==> config.mk <==
export PLATFORM = sky130hd
export DESIGN_NAME = dmem_watch_arbiter_flat
export DESIGN_NICKNAME = d
export VERILOG_FILES = /design/src/rtl/dmem_watch_arbiter_if.sv /design/src/rtl/dmem_watch_arbiter.sv /design/src/flat_wrapper.sv
export SDC_FILE = /design/constraint.sdc
export NUM_CORES = 1
export LEC_CHECK = 0
export ABC_AREA = 1
export BUFFER_PORTS_ARGS = -buffer_cell sky130_fd_sc_hd__buf_2
export CORE_MARGIN = 10
export CORE_UTILIZATION = 34
export DETAILED_ROUTE_END_ITERATION = 10
export PLACE_DENSITY = 0.77
export SLEW_MARGIN = 30
export SYNTH_ARGS = -nofsm -noshare
export SYNTH_HDL_FRONTEND = slang
export SYNTH_SLANG_ARGS = --single-unit
export TNS_END_PERCENT = 10
==> constraint.sdc <==
create_clock -name clk -period 1.4 [get_ports clk]
set_clock_uncertainty 0.1 [all_clocks]
set_input_delay 0.07 -clock clk [delete_from_list [all_inputs] [get_ports clk]]
set_output_delay 0.07 -clock clk [all_outputs]
set_load 0.01 [all_outputs]
==> src/rtl/dmem_watch_arbiter_if.sv <==
// dmem_watch_arbiter_if
// Bundles the three buses around the data-memory arbiter:
//   cpu_*   : MEM-stage request, grant and load-return path
//   mem_*   : single-port data RAM access port (1-cycle read latency)
//   watch_* : debug scanner control and captured display word
// Modports:
//   slave  : the arbiter's view (takes CPU/scanner requests and RAM data, drives the rest)
//   master : the surrounding system's view (pipeline, RAM and display side)
interface dmem_watch_arbiter_if #(
  parameter int ADDR_W = 32,
  parameter int DATA_W = 32
);
  logic              cpu_req;
  logic              cpu_we;
  logic [ADDR_W-1:0] cpu_addr;
  logic [DATA_W-1:0] cpu_wdata;
  logic [3:0]        cpu_be;
  logic              cpu_gnt;
  logic              cpu_rvalid;
  logic [DATA_W-1:0] cpu_rdata;

  logic              watch_tick;
  logic              watch_en;
  logic [ADDR_W-1:0] watch_addr;
  logic [DATA_W-1:0] watch_data;
  logic              watch_valid;

  logic              mem_en;
  logic              mem_we;
  logic [ADDR_W-1:0] mem_addr;
  logic [DATA_W-1:0] mem_wdata;
  logic [3:0]        mem_be;
  logic [DATA_W-1:0] mem_rdata;

  modport slave (
    input  cpu_req, cpu_we, cpu_addr, cpu_wdata, cpu_be,
    input  watch_tick, watch_en,
    input  mem_rdata,
    output cpu_gnt, cpu_rvalid, cpu_rdata,
    output watch_addr, watch_data, watch_valid,
    output mem_en, mem_we, mem_addr, mem_wdata, mem_be
  );

  modport master (
    output cpu_req, cpu_we, cpu_addr, cpu_wdata, cpu_be,
    output watch_tick, watch_en,
    output mem_rdata,
    input  cpu_gnt, cpu_rvalid, cpu_rdata,
    input  watch_addr, watch_data, watch_valid,
    input  mem_en, mem_we, mem_addr, mem_wdata, mem_be
  );
endinterface

==> src/rtl/dmem_watch_arbiter.sv <==
// dmem_watch_arbiter
// Shares the single-port data RAM between the pipeline MEM stage and the debug
// watch scanner feeding the 7-segment memory view. The CPU wins by default; a
// pending watch read is forced through after STARVE_LIMIT consecutive CPU wins,
// stalling the CPU for that one cycle.
// Ports:
//   clk    : system clock
//   reset  : asynchronous, active-high reset
//   bus    : dmem_watch_arbiter_if.slave
//            cpu_*   request/grant (grant is combinational), load return one cycle later
//            mem_*   combinational RAM access port, mem_rdata has 1-cycle latency
//            watch_* scan tick/enable in, captured word/address/valid pulse out
module dmem_watch_arbiter #(
  parameter int ADDR_W       = 32,
  parameter int DATA_W       = 32,
  parameter int WATCH_WORDS  = 32,
  parameter int STARVE_LIMIT = 8
) (
  input  logic                 clk,
  input  logic                 reset,
  dmem_watch_arbiter_if.slave  bus
);

  localparam int PTR_W = $clog2(WATCH_WORDS * 4);
  localparam int CNT_W = $clog2(STARVE_LIMIT + 1);

  typedef enum logic [1:0] {
    IDLE,
    PEND,
    FLIGHT
  } state_t;

  state_t            state;
  logic [PTR_W-1:0]  watch_ptr;
  logic [CNT_W-1:0]  starve_cnt;
  logic              cpu_rvalid_q;
  logic              watch_valid_q;
  logic [ADDR_W-1:0] watch_addr_q;
  logic [DATA_W-1:0] watch_data_q;

  logic watch_req;
  logic watch_issue;
  logic cpu_gnt;
  logic cpu_store;

  // The watch read goes out on the first free cycle while pending, or is forced
  // once the CPU has won STARVE_LIMIT times in a row. Dropping watch_en while
  // pending cancels the read in the same cycle, so the CPU is never stalled then.
  assign watch_req   = bus.watch_tick & bus.watch_en;
  assign watch_issue = (state == PEND) && bus.watch_en &&
                       (!bus.cpu_req || (starve_cnt == CNT_W'(STARVE_LIMIT)));
  assign cpu_gnt     = bus.cpu_req & ~watch_issue;
  assign cpu_store   = cpu_gnt & bus.cpu_we;

  assign bus.cpu_gnt   = cpu_gnt;
  assign bus.mem_en    = cpu_gnt | watch_issue;
  assign bus.mem_we    = cpu_store;
  assign bus.mem_addr  = watch_issue ? ADDR_W'(watch_ptr) : bus.cpu_addr;
  assign bus.mem_wdata = bus.cpu_wdata;
  assign bus.mem_be    = cpu_store ? bus.cpu_be : 4'b0000;

  // The CPU tag is cpu_rvalid itself; returned data is only passed through
  // while it is set so a stale RAM word never leaks onto cpu_rdata.
  assign bus.cpu_rvalid  = cpu_rvalid_q;
  assign bus.cpu_rdata   = cpu_rvalid_q ? bus.mem_rdata : '0;
  assign bus.watch_valid = watch_valid_q;
  assign bus.watch_addr  = watch_addr_q;
  assign bus.watch_data  = watch_data_q;

  // FLIGHT is the cycle in which the RAM returns the watch word; the capture,
  // the displayed address and the pointer advance all happen at its end.
  // A tick seen during FLIGHT re-arms the scanner straight away.
  always_ff @(posedge clk or posedge reset) begin
    if (reset) begin
      state         <= IDLE;
      watch_ptr     <= '0;
      starve_cnt    <= '0;
      cpu_rvalid_q  <= 1'b0;
      watch_valid_q <= 1'b0;
      watch_addr_q  <= '0;
      watch_data_q  <= '0;
    end else begin
      cpu_rvalid_q  <= cpu_gnt & ~bus.cpu_we;
      watch_valid_q <= 1'b0;
      unique case (state)
        IDLE: begin
          if (watch_req) begin
            state      <= PEND;
            starve_cnt <= '0;
          end
        end
        PEND: begin
          if (!bus.watch_en) begin
            state <= IDLE;
          end else if (watch_issue) begin
            state <= FLIGHT;
          end else begin
            starve_cnt <= starve_cnt + CNT_W'(1);
          end
        end
        FLIGHT: begin
          watch_data_q  <= bus.mem_rdata;
          watch_addr_q  <= ADDR_W'(watch_ptr);
          watch_valid_q <= 1'b1;
          watch_ptr     <= watch_ptr + PTR_W'(4);
          starve_cnt    <= '0;
          state         <= watch_req ? PEND : IDLE;
        end
        default: begin
          state <= IDLE;
        end
      endcase
    end
  end

endmodule

==> src/flat_wrapper.sv <==
// flat-port wrapper written by rule: the top's interface ports become plain ports
module dmem_watch_arbiter_flat 
#(
  parameter int ADDR_W       = 32,
  parameter int DATA_W       = 32,
  parameter int WATCH_WORDS  = 32,
  parameter int STARVE_LIMIT = 8
)
  (clk, reset, bus_cpu_req, bus_cpu_we, bus_cpu_addr, bus_cpu_wdata, bus_cpu_be, bus_watch_tick, bus_watch_en, bus_mem_rdata, bus_cpu_gnt, bus_cpu_rvalid, bus_cpu_rdata, bus_watch_addr, bus_watch_data, bus_watch_valid, bus_mem_en, bus_mem_we, bus_mem_addr, bus_mem_wdata, bus_mem_be);
  dmem_watch_arbiter_if #(.ADDR_W(ADDR_W), .DATA_W(DATA_W)) bus_i ();
  input  logic clk;
  input  logic reset;
  input wire logic [$bits(bus_i.cpu_req)-1:0] bus_cpu_req;
  input wire logic [$bits(bus_i.cpu_we)-1:0] bus_cpu_we;
  input wire logic [$bits(bus_i.cpu_addr)-1:0] bus_cpu_addr;
  input wire logic [$bits(bus_i.cpu_wdata)-1:0] bus_cpu_wdata;
  input wire logic [$bits(bus_i.cpu_be)-1:0] bus_cpu_be;
  input wire logic [$bits(bus_i.watch_tick)-1:0] bus_watch_tick;
  input wire logic [$bits(bus_i.watch_en)-1:0] bus_watch_en;
  input wire logic [$bits(bus_i.mem_rdata)-1:0] bus_mem_rdata;
  output wire logic [$bits(bus_i.cpu_gnt)-1:0] bus_cpu_gnt;
  output wire logic [$bits(bus_i.cpu_rvalid)-1:0] bus_cpu_rvalid;
  output wire logic [$bits(bus_i.cpu_rdata)-1:0] bus_cpu_rdata;
  output wire logic [$bits(bus_i.watch_addr)-1:0] bus_watch_addr;
  output wire logic [$bits(bus_i.watch_data)-1:0] bus_watch_data;
  output wire logic [$bits(bus_i.watch_valid)-1:0] bus_watch_valid;
  output wire logic [$bits(bus_i.mem_en)-1:0] bus_mem_en;
  output wire logic [$bits(bus_i.mem_we)-1:0] bus_mem_we;
  output wire logic [$bits(bus_i.mem_addr)-1:0] bus_mem_addr;
  output wire logic [$bits(bus_i.mem_wdata)-1:0] bus_mem_wdata;
  output wire logic [$bits(bus_i.mem_be)-1:0] bus_mem_be;
  assign bus_i.cpu_req = bus_cpu_req;
  assign bus_i.cpu_we = bus_cpu_we;
  assign bus_i.cpu_addr = bus_cpu_addr;
  assign bus_i.cpu_wdata = bus_cpu_wdata;
  assign bus_i.cpu_be = bus_cpu_be;
  assign bus_i.watch_tick = bus_watch_tick;
  assign bus_i.watch_en = bus_watch_en;
  assign bus_i.mem_rdata = bus_mem_rdata;
  assign bus_cpu_gnt = bus_i.cpu_gnt;
  assign bus_cpu_rvalid = bus_i.cpu_rvalid;
  assign bus_cpu_rdata = bus_i.cpu_rdata;
  assign bus_watch_addr = bus_i.watch_addr;
  assign bus_watch_data = bus_i.watch_data;
  assign bus_watch_valid = bus_i.watch_valid;
  assign bus_mem_en = bus_i.mem_en;
  assign bus_mem_we = bus_i.mem_we;
  assign bus_mem_addr = bus_i.mem_addr;
  assign bus_mem_wdata = bus_i.mem_wdata;
  assign bus_mem_be = bus_i.mem_be;
  dmem_watch_arbiter #(.ADDR_W(ADDR_W), .DATA_W(DATA_W), .WATCH_WORDS(WATCH_WORDS), .STARVE_LIMIT(STARVE_LIMIT)) u_core (.clk(clk), .reset(reset), .bus(bus_i));
endmodule
==> results.cfg, run 1 <==
[die]
rows = 34
start_util = 0.351
die_h_um = 115
design.core.area_mm2 = 0.00876
fp.dieW_um = 115
ios = 275
dieArea_mm2 = 0.0132

[detailed_routing]
drt_first_pass_iters = 4
wirelength_mm = 10.5
vias_per_cell = 4.26
vias = 3160
drt_iter0_drc = 328
ant_nets = 0
wire_per_inst_um = 14.2
drc = 0

[timing]
setup_viol = 39
whs_ps = 17.4
fin_ws_ps = -351
rsz0062_at_grt = true
hold_violations = 0
clock.fmax_mhz = 571
fin_crit_sh = 1.25
slew_viol_final = 0
final.min_clock_period_ps = 1750

[critical_path]
cp.arrival_ps = 1580
r2r_end = u_core.bus.cpu_rvalid
timing.rr.start = u_core.starve_cnt[0]
r2r_slack_ps = 80
critical_path_required_ps = 1230
critPathLaunchType = register
worstPathMaxFanout = 5
cp-startpoint = u_core.starve_cnt[0]
reg2regPathDepth = 8
end_kind = output port
crit_type = register to output port

[synth]
synth_ff_type = dfrtp_1
synth_compound_area_frac = 0.0240
synth_edf_count = 0
yosys.area.top_type = dfrtp_1
synth_top_area_frac = 0.407
avgSynthCellArea_um2 = 7.05
ys_seq_area_frac = 0.407
ys_warn_count = 0
synth_top_family_by_area = buffers and inverters
ys_ff_latch = 50
synthTopCellsByCount = nand2_1, inv_1, buf_4
synth.most_common_cell = nand2_1
async_reset_ff_frac = 1.00
yosysUniqueCellTypes = 22
synth-adder-area-share = 0.0122
synthXorXnorAreaFrac = 0.0143
synth-simple-area-share = 0.269
synthCells = 436
synthMuxAreaShare = 0
syn_area_mm2 = 0.00307
netlist_top_cells_area = dfrtp_1, nand2_1, buf_4, inv_1, nor2_1

[global_routing]
grt_first_pass_wirelength_mm = 16.2
grt_use_total = 0.147
antenna_found_initial = 0
grt_max_degree = 35
overflow = 0
grt_pass1_vias = 3211

[clock_network]
cts_sinks = 50
h-tree-depth = 2
cts_tree = done
clock_tree.root_cell = clkbuf_8
cts_made_buffers = 5
clk_latency_ps = 290
clock_path_buffers = 2
clk_pin_slew_ps = 90

[worst_hold_path]
holdPathEnd = u_core.bus.cpu_rvalid
min_from = bus_cpu_req
min_delay_path_depth = 3
min_path_type = input port to register

[cells_and_area]
syn_to_final_growth_pct = 47.8
fin_cells = 741
antennaDiodeCount = 0
seqCellArea_mm2 = 0.00125
finalNetCount = 741
fill_cells = 823
multiInputGateArea_mm2 = 0.00117
drive_gt1_frac = 0.376

[power_and_ir_drop]
max-vdd-ir-drop_mv = 0.454
cellPowerDensity_mw_per_mm2 = 1000
leakagePower_nw = 2.90

[status]
violations = setup timing
status = finished with violations

[place]
hpwl_mm = 7.99
dpl_worst_slack_ps = -166
gp_congestion = 0.744
placedCellCount = 694
port_buffers = 183

[flow_run]
drv_cap = 0
==> power breakdown <==
part	internal [mW]	switching [mW]
logic	0.731	0.942
registers	1.82	0.210
clock network	0.398	0.460
==> logic make-up (layout without fill, tap and decap cells) <==
group,after synthesis,after routing
xor gates and xnor gates,5,5
AOI/OAI and AO/OA,11,11
adders and majority gates,3,3
DFF,50,50
buffers and inverters,155,326
and+or+nand+nor,211,211
other,1,27
==> layer usage <==
metal | share of wire | track usage
met1 | 0.34 | 0.145
met2 | 0.53 | 0.269
met3 | 0.11 | 0.0589
met4 | 0.022 | 0.0594
met5 | 0 | 0
==> sequential cells by signal, indices dropped and copies added (netlist names) <==
| register | flops |
|---|---|
| u_core.bus.watch_data | 32 |
| u_core.bus.watch_addr | 5 |
| u_core.watch_ptr | 5 |
| u_core.starve_cnt | 4 |
| u_core.state | 2 |
| u_core.bus.cpu_rvalid | 1 |
| u_core.bus.watch_valid | 1 |
==> final cells by class <==
cell class                      count  share of cell area
Inverter                           82              0.0694
Clock buffer                        6              0.0182
Timing Repair Buffer              236               0.346
Clock inverter                      2             0.00275
Sequential cell                    50               0.275
Multi-Input combinational cell    257               0.258
Tap cell                          108              0.0297
==> critical path, cell delays in order, from the launching register on <==
cell and delay [ps]:
dfrtp_1 390, inv_2 70, ha_4 130, nand3_4 70, nand2_4 100, nand2_8 90
clkbuf_16 180, o21ai_2 110, buf_4 140
==> placed cells by master (no fill, tap or decap), types with 8 or more instances in the layout <==
cell type        n
buf_2          168
buf_4           12
buf_6           14
conb_1          27
dfrtp_1         50
dlygate4sd3_1   36
inv_1           73
inv_2            8
nand2_1        154
nor2_1          36
==> worst max path at each step <==
stage,to
after global placement,bus_mem_be[2]
after detailed placement,bus_mem_be[2]
final,bus_mem_addr[5]
after global routing,bus_mem_addr[3]
after CTS,bus_mem_addr[2]
after floorplan,bus_mem_addr[11]
==> timing repair <==
item	4_1_cts	5_1_grt
cloned	0	1
hold buffers	36	0
buffers inserted	1	1
endpoints found under the setup margin	40	74
pin swaps	3	4
endpoints found under the hold margin	56	0
gates resized for setup	11	32
==> through the flow <==
stage / setup TNS [ps] / total power [mW] / utilization / cell area, um^2
5_1_grt: -16230 / 4.95 / 0.518 / 4540
3_3_place_gp: -2390 / 3.53 / 0.441 / 3860
3_5_place_dp: -2900 / 3.59 / 0.441 / 3860
6_report: -10960 / 4.56 / 0.518 / 4540
4_1_cts: -12240 / 4.57 / 0.499 / 4370
2_1_floorplan: -30.7 / 2.96 / - / 3170
(Power assumes the default switching activity.)
==> run 2, diff against run 1 <==
TNS_END_PERCENT = unset   (was 10)
==> run 2 against run 1 <==
  * The run still ends with setup timing left
  * Clock power is 2% higher
  * Cell area is 8.5% higher
  * Fmax is 0.24% lower
  * Worst setup slack worse by 4.3 ps
  * Sequential power hardly changed
  * Via count is 6.2% higher
  * Non-clock buffer count is 6 higher
  * Die area stayed put
  * Flip-flop and latch count stayed put
  * Final cell count is 0.94% higher
  * Critical path type unchanged
  * Largest cell class unchanged
  * Largest power group unchanged
  * Highest routed layer unchanged
==> results.cfg, run 2 (same netlist as run 1, synthesis figures left out) <==
[timing]
whs_ps = 9.63
relSlewSlack = 0.663
setup_viol = 64
fin_crit_sh = 1.25
fin_setup_tns_ps = -12220
hold_violations = 0
slew_viol_final = 0
tightest_slew_ps = 505
clock.fmax_mhz = 570
rsz0062_at_grt = true
final.min_clock_period_ps = 1760
fin_ws_ps = -355

[global_routing]
grt_pass1_vias = 3218
antenna_found_initial = 1
overflow = 0
grt_max_degree = 35
grt_use_total = 0.147
grt_first_pass_wirelength_mm = 16.2

[die]
start_util = 0.351
design.core.area_mm2 = 0.00876
rows = 34
ios = 275
fp.dieW_um = 115
die_h_um = 115
dieArea_mm2 = 0.0132

[cells_and_area]
drive_gt1_frac = 0.471
finalNetCount = 747
final_common_cell = buf_2
largest_register_ffs = 32
fill_cells = 766
syn_to_final_growth_pct = 60.5
final_cell_mix = buf_2, nand2_1, inv_1

[critical_path]
crit_type = register to output port
cp.arrival_ps = 1590
cp-startpoint = u_core.starve_cnt[0]
end_kind = output port
critPathLaunchType = register
critical_path_required_ps = 1230
timing.rr.start = u_core.starve_cnt[0]
worstPathMaxFanout = 5

[clock_network]
cts_sinks = 50
h-tree-depth = 2
clock_tree.root_cell = clkbuf_8
clock_path_buffers = 2
cts_made_buffers = 5
cts_tree = done
clk_latency_ps = 300
clk_pin_slew_ps = 90

[detailed_routing]
wire_per_inst_um = 16.2
wirelength_mm = 12.2
ant_nets = 0
vias_per_cell = 4.49
drt_iter0_drc = 314
drt_first_pass_iters = 6
vias = 3356
drc = 0

[flow_run]
drv_cap = 0

[place]
port_buffers = 183
dpl_worst_slack_ps = -166
gp_congestion = 0.744
hpwl_mm = 7.99

[worst_hold_path]
min_from = bus_cpu_req
min_path_type = input port to register

[power_and_ir_drop]
cellPowerDensity_mw_per_mm2 = 962
leakagePower_nw = 3.09
max-vdd-ir-drop_mv = 0.445

[status]
violations = setup timing
status = finished with violations
-- run 2: cell count changes in the layout (fill, tap and decap cells not counted), sizes merged --
cell    delta
buf        +4
clkbuf     +2
diode      +1
-- run 2: path summary, 6_finish.rpt --
kind	slack, ps	cells past startpoint	to
setup reg to reg	50	8	u_core.starve_cnt[0]
max in group asynchronous	390	4	u_core.bus.watch_data[22]
min in group asynchronous	270	3	u_core.bus.watch_data[26]
hold reg to reg	380	2	u_core.bus.watch_data[10]
setup / recovery	-360	8	bus_mem_addr[4]
hold / removal	10	3	u_core.bus.cpu_rvalid
-- run 2: metrics by stage --
step | std cells | utilization | power [mW] | area (um^2)
after global placement | 694 | 0.441 | 3.53 | 3860
after CTS | 740 | 0.501 | 4.58 | 4390
after floorplan | 462 | - | 2.96 | 3170
final | 748 | 0.563 | 4.75 | 4930
after global routing | 748 | 0.563 | 5.12 | 4930
after detailed placement | 694 | 0.441 | 3.59 | 3860
-- run 2: timing repair --
item | in CTS | in global routing
resized for setup | 14 | 126
pin swaps | 3 | 26
buffers inserted | 2 | 4
gates cloned | 0 | 4
hold buffers | 36 | 0
endpoints found under the setup margin | 40 | 74
endpoints found under the hold margin | 56 | 0
-- run 2: report_power, final --
part	total [mW]	leakage (nW)	internal (mW)	switching (mW)
clock	0.871	0.0472	0.398	0.473
sequential	2.04	0.628	1.82	0.224
combinational	1.83	2.41	0.795	1.04
-- run 2: area by class of cell --
cell class / instances / area [um^2] / share of cell area
well taps: 108 / 135 / 0.0274
repair buffers: 242 / 1750 / 0.355
multi-input cells: 257 / 1380 / 0.280
clock inverters: 2 / 12.5 / 0.00254
inverters: 82 / 315 / 0.0639
flip-flops and latches: 50 / 1250 / 0.254
clock buffers: 6 / 82.6 / 0.0167
diodes: 1 / 2.50 / 0.000507
-- run 2: worst max-delay path: stages (launching register included) --
cell and delay, ps:
dfrtp_1 400, inv_2 80, ha_4 150, nand3_4 70, nand2_4 100, nand2_8 90
clkbuf_16 170, o21ai_2 100, buf_2 140
-- run 2: layer usage --
| metal | share of wire | global-route usage | routed length, um |
|---|---|---|---|
| met5 | 0 | 0 | 0 |
| met4 | 0.045 | 0.0594 | 549 |
| met3 | 0.10 | 0.0599 | 1250 |
| met2 | 0.53 | 0.268 | 6410 |
| met1 | 0.32 | 0.144 | 3940 |
==> run 3, diff against run 2 <==
CORE_UTILIZATION = 38   (was 34)
PLACE_DENSITY = 0.81   (was 0.77)
clock period = 2 ns   (was 1.4 ns; I/O delays follow)
==> run 3 against run 2 <==
  * The flow now finishes without violations
  * Cell area fell by 13%
  * Flip-flop and latch count stayed put
  * Highest routed layer unchanged
  * Power is 32% lower
  * Sequential share of layout area increased by 3.7 points
==> results.cfg, run 3 (same netlist as run 1, synthesis figures left out) <==
[critical_path]
crit_type = register to output port
end_kind = output port
worstPathMaxFanout = 8
critPathTopFamily = flip-flops
critPathSlowestCell = dfrtp_1
max_stage_delay_ps = 410
critPathLaunchType = register
cp.arrival_ps = 1670
critical_path_required_ps = 1800
path_buf_inv = 3
crit_chain = inv_1 -> ha_1 -> nand3_2 -> nand2_2 -> nand2_4 -> buf_4 -> o21ai_2 -> buf_2

[cells_and_area]
seqCellArea_mm2 = 0.00125
drive_gt1_frac = 0.350
fill_cells = 695
finalNetCount = 737
largest_register_ffs = 32
syn_to_final_growth_pct = 39.8
final_cell_mix = buf_2, nand2_1, inv_1
final_area_mm2 = 0.00430
final_common_cell = buf_2
multiInputGateArea_mm2 = 0.00111

[place]
hpwl_mm = 7.87
gp_congestion = 0.853
port_buffers = 183
place_area_mm2 = 0.00373

[die]
rows = 32
start_util = 0.394
ios = 275
die_h_um = 110
fp.dieW_um = 110
design.core.area_mm2 = 0.00781
dieArea_mm2 = 0.0121

[clock_network]
cts_made_buffers = 5
clock_tree.root_cell = clkbuf_8
h-tree-depth = 2
clock_path_buffers = 2
clk_latency_ps = 300
clk_pin_slew_ps = 100
cts_sinks = 50
cts_tree = done

[timing]
fin_crit_sh = 0.933
whs_ps = 100
setup_viol = 0
final.min_clock_period_ps = 1870
relSlewSlack = 0.650
hold_violations = 0
tightest_slew_ps = 525
slew_viol_final = 0
clock.fmax_mhz = 536

[global_routing]
grt_first_pass_wirelength_mm = 15.5
grt_max_degree = 42
overflow = 0
grt_use_total = 0.158
grt_pass1_vias = 3113
antenna_found_initial = 0

[flow_run]
drv_cap = 0

[power_and_ir_drop]
total_power_mw = 3.22
cellPowerDensity_mw_per_mm2 = 749
leakagePower_nw = 2.85
max-vdd-ir-drop_mv = 0.352

[detailed_routing]
drt_first_pass_iters = 4
vias_per_cell = 4.22
vias = 3090
ant_nets = 0
wire_per_inst_um = 14.0
drt_iter0_drc = 137
drc = 0
wirelength_mm = 10.2

[worst_hold_path]
min_path_type = input port to output port

[status]
status = completed
## run 3: timing repair
action                                 in CTS  in global routing
buffers inserted                            0                  6
resized for setup                           2                  5
pin swaps                                   0                  2
endpoints found under the hold margin      58                  0
hold buffers                               37                  0
setup endpoints to repair                  32                 37
## run 3: through the flow
step           cells  setup TNS [ps]  setup slack [ps]   util
2_1_floorplan    462               0               568      -
3_3_place_gp     680               0               265  0.478
3_5_place_dp     680               0               193  0.478
4_1_cts          725          -0.946            -0.487  0.541
5_1_grt          731           -1.09             -1.09  0.550
6_report         733               0               134  0.550
## run 3: worst reg2reg max path: stages, from the launching register on
cell	delay [ps]
dfrtp_1	390
inv_1	50
ha_1	200
nand3_2	90
nand2_2	70
nand2_4	160
nand2_2	70
nor2_1	100
dlygate4sd3_1	550
## run 3: power breakdown
group | switching (mW) | total [mW] | leakage (nW) | internal, mW
Sequential | 0.145 | 1.42 | 0.629 | 1.27
Clock | 0.323 | 0.698 | 0.0585 | 0.375
Combinational | 0.638 | 1.10 | 2.17 | 0.466
## run 3: area by class of cell
cell class / count / area share
clock inverters: 3 / 0.0102
well taps: 102 / 0.0297
clock buffers: 5 / 0.0160
flip-flops and latches: 50 / 0.291
multi-input cells: 257 / 0.259
repair buffers: 232 / 0.320
inverters: 82 / 0.0728
diodes: 2 / 0.00116
## run 3: metal layers
| metal | GRT usage | part of all wire | vias up |
|---|---|---|---|
| met5 | 0 | 0 | - |
| met4 | 0.0604 | 0.019 | 0 |
| met3 | 0.0620 | 0.12 | 24 |
| met2 | 0.289 | 0.52 | 155 |
| met1 | 0.156 | 0.34 | 1370 |
| li1 | - | - | 1541 |
## run 3: path summary, 6_finish.rpt
path / slack (ps) / startpoint / end / cells after the start
min in group asynchronous: 310 / reset / u_core.bus.watch_data[6] / 3
max in group asynchronous: 840 / reset / u_core.watch_ptr[5] / 4
hold / removal: 100 / bus_cpu_wdata[17] / bus_mem_wdata[17] / 0
setup / recovery: 130 / u_core.starve_cnt[0] / bus_mem_addr[2] / 8
setup reg to reg: 160 / u_core.starve_cnt[0] / u_core.bus.cpu_rvalid / 8
hold reg to reg: 370 / u_core.bus.watch_data[24] / u_core.bus.watch_data[24] / 2
